## config.mk

```make
export PLATFORM = sky130hd
export DESIGN_NAME = stone_plotter
export DESIGN_NICKNAME = d
export VERILOG_FILES = /design/src/rtl/stone_plotter.sv
export SDC_FILE = /design/constraint.sdc
export NUM_CORES = 1
export LEC_CHECK = 0
export CELL_PAD_IN_SITES_DETAIL_PLACEMENT = 1
export CELL_PAD_IN_SITES_GLOBAL_PLACEMENT = 2
export CORE_MARGIN = 2
export CORE_UTILIZATION = 38
export DETAILED_ROUTE_END_ITERATION = 7
export PLACE_DENSITY = 0.9
export SETUP_SLACK_MARGIN = 0.1
export SLEW_MARGIN = 30
export SYNTH_ARGS = -nofsm -noshare
export SYNTH_HDL_FRONTEND = slang
export SYNTH_SLANG_ARGS = --single-unit
```

## constraint.sdc

```tcl
create_clock -name clock -period 3.5 [get_ports clock]
set_clock_uncertainty 0.15 [all_clocks]
set_input_delay 0.7 -clock clock [delete_from_list [all_inputs] [get_ports clock]]
set_output_delay 0.7 -clock clock [all_outputs]
set_load 0.005 [all_outputs]
```

## src/rtl/stone_plotter.sv

```systemverilog
// stone_plotter: draws one Gomoku stone, or erases it back to the board colour, at a board
// cell (row, col). It streams one pixel per cycle to vga_adapter (160x120, 3-bit colour).
//
// Optional feature: define ROUND_STONE_EN to suppress the four corner pixels of the sprite.
// The cycle count does not change.
//
// Ports:
//   clock, resetn         system clock, asynchronous active-low reset
//   req_valid/req_ready   request handshake; req_ready is high only in IDLE
//   req_row, req_col      board cell, each 0..GRID_N-1
//   req_player            0 = black (000), 1 = white (111)
//   req_erase             paint board colour (010); overrides req_player
//   req_err               1-cycle pulse when a request has an out-of-range row or col
//   x, y, colour, plot    pixel stream to vga_adapter
//   done                  1-cycle pulse after the last pixel of a request
module stone_plotter #(
  parameter int unsigned GRID_N   = 15,
  parameter int unsigned CELL     = 8,
  parameter int unsigned STONE    = 6,
  parameter int unsigned ORIGIN_X = 20,
  parameter int unsigned ORIGIN_Y = 0
) (
  input  logic       clock,
  input  logic       resetn,
  input  logic       req_valid,
  output logic       req_ready,
  input  logic [3:0] req_row,
  input  logic [3:0] req_col,
  input  logic       req_player,
  input  logic       req_erase,
  output logic       req_err,
  output logic [7:0] x,
  output logic [6:0] y,
  output logic [2:0] colour,
  output logic       plot,
  output logic       done
);

  localparam int unsigned CW = (STONE > 1) ? $clog2(STONE) : 1;
  localparam logic [CW-1:0] LAST = CW'(STONE - 1);
  // Constant part of the sprite base, centring the sprite inside its cell.
  localparam logic [8:0] OFS_X = 9'(ORIGIN_X + (CELL - STONE) / 2);
  localparam logic [8:0] OFS_Y = 9'(ORIGIN_Y + (CELL - STONE) / 2);
  localparam logic [8:0] CELL9 = 9'(CELL);
  localparam logic [4:0] GRID5 = 5'(GRID_N);

  typedef enum logic [1:0] {StIdle, StCalc, StDraw, StFin} state_e;

  state_e        state_q;
  logic [3:0]    row_q;
  logic [3:0]    col_q;
  logic          player_q;
  logic          erase_q;
  logic [7:0]    bx_q;
  logic [6:0]    by_q;
  logic [CW-1:0] cx_q;
  logic [CW-1:0] cy_q;

  assign req_ready = (state_q == StIdle);

`ifdef ROUND_STONE_EN
  logic corner;
  assign corner = ((cx_q == '0) || (cx_q == LAST)) && ((cy_q == '0) || (cy_q == LAST));
`endif

  always_ff @(posedge clock or negedge resetn) begin
    if (!resetn) begin
      state_q  <= StIdle;
      row_q    <= '0;
      col_q    <= '0;
      player_q <= 1'b0;
      erase_q  <= 1'b0;
      bx_q     <= '0;
      by_q     <= '0;
      cx_q     <= '0;
      cy_q     <= '0;
      x        <= '0;
      y        <= '0;
      colour   <= '0;
      plot     <= 1'b0;
      done     <= 1'b0;
      req_err  <= 1'b0;
    end else begin
      done    <= 1'b0;
      req_err <= 1'b0;
      unique case (state_q)
        StIdle: begin
          plot <= 1'b0;
          if (req_valid) begin
            row_q    <= req_row;
            col_q    <= req_col;
            player_q <= req_player;
            erase_q  <= req_erase;
            if (({1'b0, req_row} >= GRID5) || ({1'b0, req_col} >= GRID5)) begin
              req_err <= 1'b1;
            end else begin
              state_q <= StCalc;
            end
          end
        end
        StCalc: begin
          // Base computed at 9 bits, then truncated to the port widths.
          bx_q   <= 8'(OFS_X + 9'(col_q) * CELL9);
          by_q   <= 7'(OFS_Y + 9'(row_q) * CELL9);
          colour <= erase_q ? 3'b010 : (player_q ? 3'b111 : 3'b000);
          cx_q   <= '0;
          cy_q   <= '0;
          state_q <= StDraw;
        end
        StDraw: begin
          x <= bx_q + 8'(cx_q);
          y <= by_q + 7'(cy_q);
`ifdef ROUND_STONE_EN
          plot <= ~corner;
`else
          plot <= 1'b1;
`endif
          if (cx_q == LAST) begin
            cx_q <= '0;
            if (cy_q == LAST) begin
              state_q <= StFin;
            end else begin
              cy_q <= cy_q + 1'b1;
            end
          end else begin
            cx_q <= cx_q + 1'b1;
          end
        end
        StFin: begin
          plot    <= 1'b0;
          done    <= 1'b1;
          state_q <= StIdle;
        end
        default: state_q <= StIdle;
      endcase
    end
  end

endmodule
```

==> results_dict.tcl <==
set metrics [dict create \
    dp.cells 290 \
    tightest_slew_ps 749 \
    die_w_um 80.5 \
    finalCritPeriodShare 0.716 \
    sw_frac_of_total 0.343 \
    numCtsBuffers 5 \
    timing.slew.headroom 0.500 \
    nets 250 \
    ff2ff_setup_slack_ps 1420 \
    rr_worst_depth 4 \
    portBuffers 34 \
    grt_max_degree 32 \
    syn2layout_area_growth_pct 22.3 \
    period_needed_ps 2510 \
    worstSetupPathType "reg2out" \
    dp_slack_ps 1280 \
    pwr-share-comb 0.427 \
    fin_util 0.487 \
    ys_warn_count 0 \
    cp_max_fo 5 \
    drcViolationCount 0 \
    fin_area_sq_um 2720 \
    fillers 616 \
    synthAdderAreaFrac 0.0676 \
    wirelength_mm 4.44 \
    rr_startpoint "state_q[0]$_DFFE_PN0P_" \
    finalSetupViolations 0 \
    p_seq_frac 0.425 \
    num_rows 27 \
    worstReg2RegEnd "y[1]$_DFFE_PN0P_" \
    outcome "completed" \
    hold_path.class "in2async" \
    antenna_left 0 \
    fmax_ghz 0.399 \
    grtUsageTotal 0.159 \
    antennaDiodeCount 0 \
    initial_core_util 0.398 \
    antenna_found_initial 0 \
    die-area_sq_um 6470 \
    critPathLaunchType "flop" \
    vias_per_cell 4.99 \
    total_power_mw 2.32 \
    synth_compound_area_frac 0.0862 \
    fp.coreArea_sq_um 5570 \
    syn_area_sq_um 2220 \
    clockBufferDepth 2 \
    ys_ff_latch 48 \
    pwr-share-clk 0.148 \
    cts.repair.resized 0 \
    synth_mux_area_frac 0.125 \
    syn-mean-instance-area_sq_um 11.7 \
    dr.pass1.iters 4 \
    ctsHoldBuffers 0 \
    grt_pass1_vias 1636 \
    leakage_nw 1.15 \
    ioPinCount 35 \
    drv_slew 0 \
    synth-simple-area-share 0.0980 \
    hold_slack_ps 285 \
    required_ps 2650 \
    p_int_mw 1.52 \
    peakVddDrop_v 0.000330 \
    clk_root_buffer_cell "clkbuf_8" \
    drv_cap 0 \
    synthXorXnorAreaFrac 0.0513 \
    clkTransAtPathRegs_ps 90 \
    clk_latency_ps 300 \
    vias 1488 \
    setup_tns_ps 0 \
    crit_arrival_ps 1660 \
    grt_setup_unrepaired "false" \
    critPathCaptureType "output port" \
    drive_above_1_share 0.159 \
    syn_nets 215 \
    hold_viol_final 0 \
    finalWorstSetupSlack_ps 992 \
    p_per_area_nw_per_um2 854 \
    place_area_sq_um 2620 \
    htreeDepth 2 \
    ys_types 33 \
    post_cts_buffers 0 \
    drt_iter0_drc 73 \
    gp_congestion 0.751 \
    hpwl_mm 3.28 \
    wl_per_cell_um 14.9 \
    seq_area_frac_synth 0.541 \
    syn_inst 190 \
    netSwitchingPower_uw 796 \
    cts_num_sinks 48 \
    cts_tree "yes" \
    grt_pass1_wl_mm 7.73 \
    fin_cells 298 \
    grt.overflow.total 0 \
    die_y_um 80.5 \
    synth_top_family_by_area "multiplexers" \
]
logic make-up (layout without fill, tap and decap cells):
logic type                 after synthesis  in the layout
muxes                                   25             25
xor gates and xnor gates                13             13
DFF                                     48             48
buffers and inverters                   16             52
and+or+nand+nor                         46             46
AOI/OAI and AO/OA                       30             30
adders and majority gates               12             12
worst max path at each step:
stage / startpoint / end / slack [ps] / cells after the start
global placement: req_row[0] / state_q[0]$_DFFE_PN0P_ / 1310 / 5
floorplan: state_q[0]$_DFFE_PN0P_ / state_q[1]$_DFFE_PN0P_ / 1890 / 7
CTS: state_q[0]$_DFFE_PN0P_ / req_ready / 980 / 3
global route: state_q[0]$_DFFE_PN0P_ / req_ready / 910 / 3
finish: state_q[0]$_DFFE_PN0P_ / req_ready / 990 / 3
detailed placement: req_row[0] / state_q[0]$_DFFE_PN0P_ / 1280 / 5
state kept, by name, summed over array words and instances (netlist names):
register,flops
bx_q,6
cx_q,3
state_q,2
col_q,4
by_q,4
player_q,1
erase_q,1
row_q,4
done,1
req_err,1
colour,2
plot,1
y,7
x,8
cy_q,3
cell usage after synthesis, drive strengths merged:
cell     count  area, sq um
a2111oi      1         27.5
and3b        1         10.0
a31oi        1         6.26
o22a         1         8.76
a21o         1         7.51
ha          12          150
o31a         1         8.76
xnor2       10         87.6
mux2i        4         40.0
a21oi       16         80.1
or2          1         6.26
nand3        2         10.0
nor3b        1         7.51
dfrtp       48         1200
o21ai        6         30.0
clkbuf       2         7.51
a21boi       1         7.51
inv          8         30.0
mux2        21          236
nor3         1         5.00
nand3b       1         7.51
buf          6         32.5
and3         2         12.5
nor2        17         66.3
nand2       13         48.8
nor2b        3         18.8
o22ai        1         6.26
a22o         1         8.76
nand4        4         25.0
xor2         3         26.3
power by group through the flow:
stage	registers (mW)	logic (mW)	clock network (mW)
finish	0.986	0.990	0.343
global route	1.02	1.12	0.378
CTS	0.988	1.01	0.357
detailed placement	0.999	1.01	0
global placement	0.986	0.968	0
floorplan	0.960	0.627	0
metal layers:
metal / vias to the layer above / part of all wire / track usage
met5: - / 0 / 0
met2: 24 / 0.49 / 0.273
met3: 7 / 0.032 / 0.0416
li1: 717 / - / -
met1: 740 / 0.46 / 0.190
met4: 0 / 0.018 / 0.0610
cell usage in the layout, fill, tap and decap left out, drive strengths merged, types with 7 or more instances in the layout:
cell type       n
nand2          13
a21oi          16
inv             8
nor2           17
mux2           21
clkdlybuf4s50  33
clkbuf          7
dfrtp          48
ha             12
xnor2          10
layout make-up:
class / count / area (sq um) / share of cell area
Sequential cell: 48 / 1200 / 0.442
Multi-Input combinational cell: 126 / 950 / 0.350
Timing Repair Buffer: 36 / 350 / 0.129
Tap cell: 72 / 90.1 / 0.0332
Clock buffer: 7 / 86.3 / 0.0318
Inverter: 8 / 30.0 / 0.0111
Clock inverter: 1 / 7.51 / 0.00276
worst max-delay path: stages, from the launching register on:
cell             delay, ps
dfrtp_1                440
inv_1                  110
ha_1                   270
clkdlybuf4s50_1        540
No activity file was read; power rests on OpenSTA's default activity.
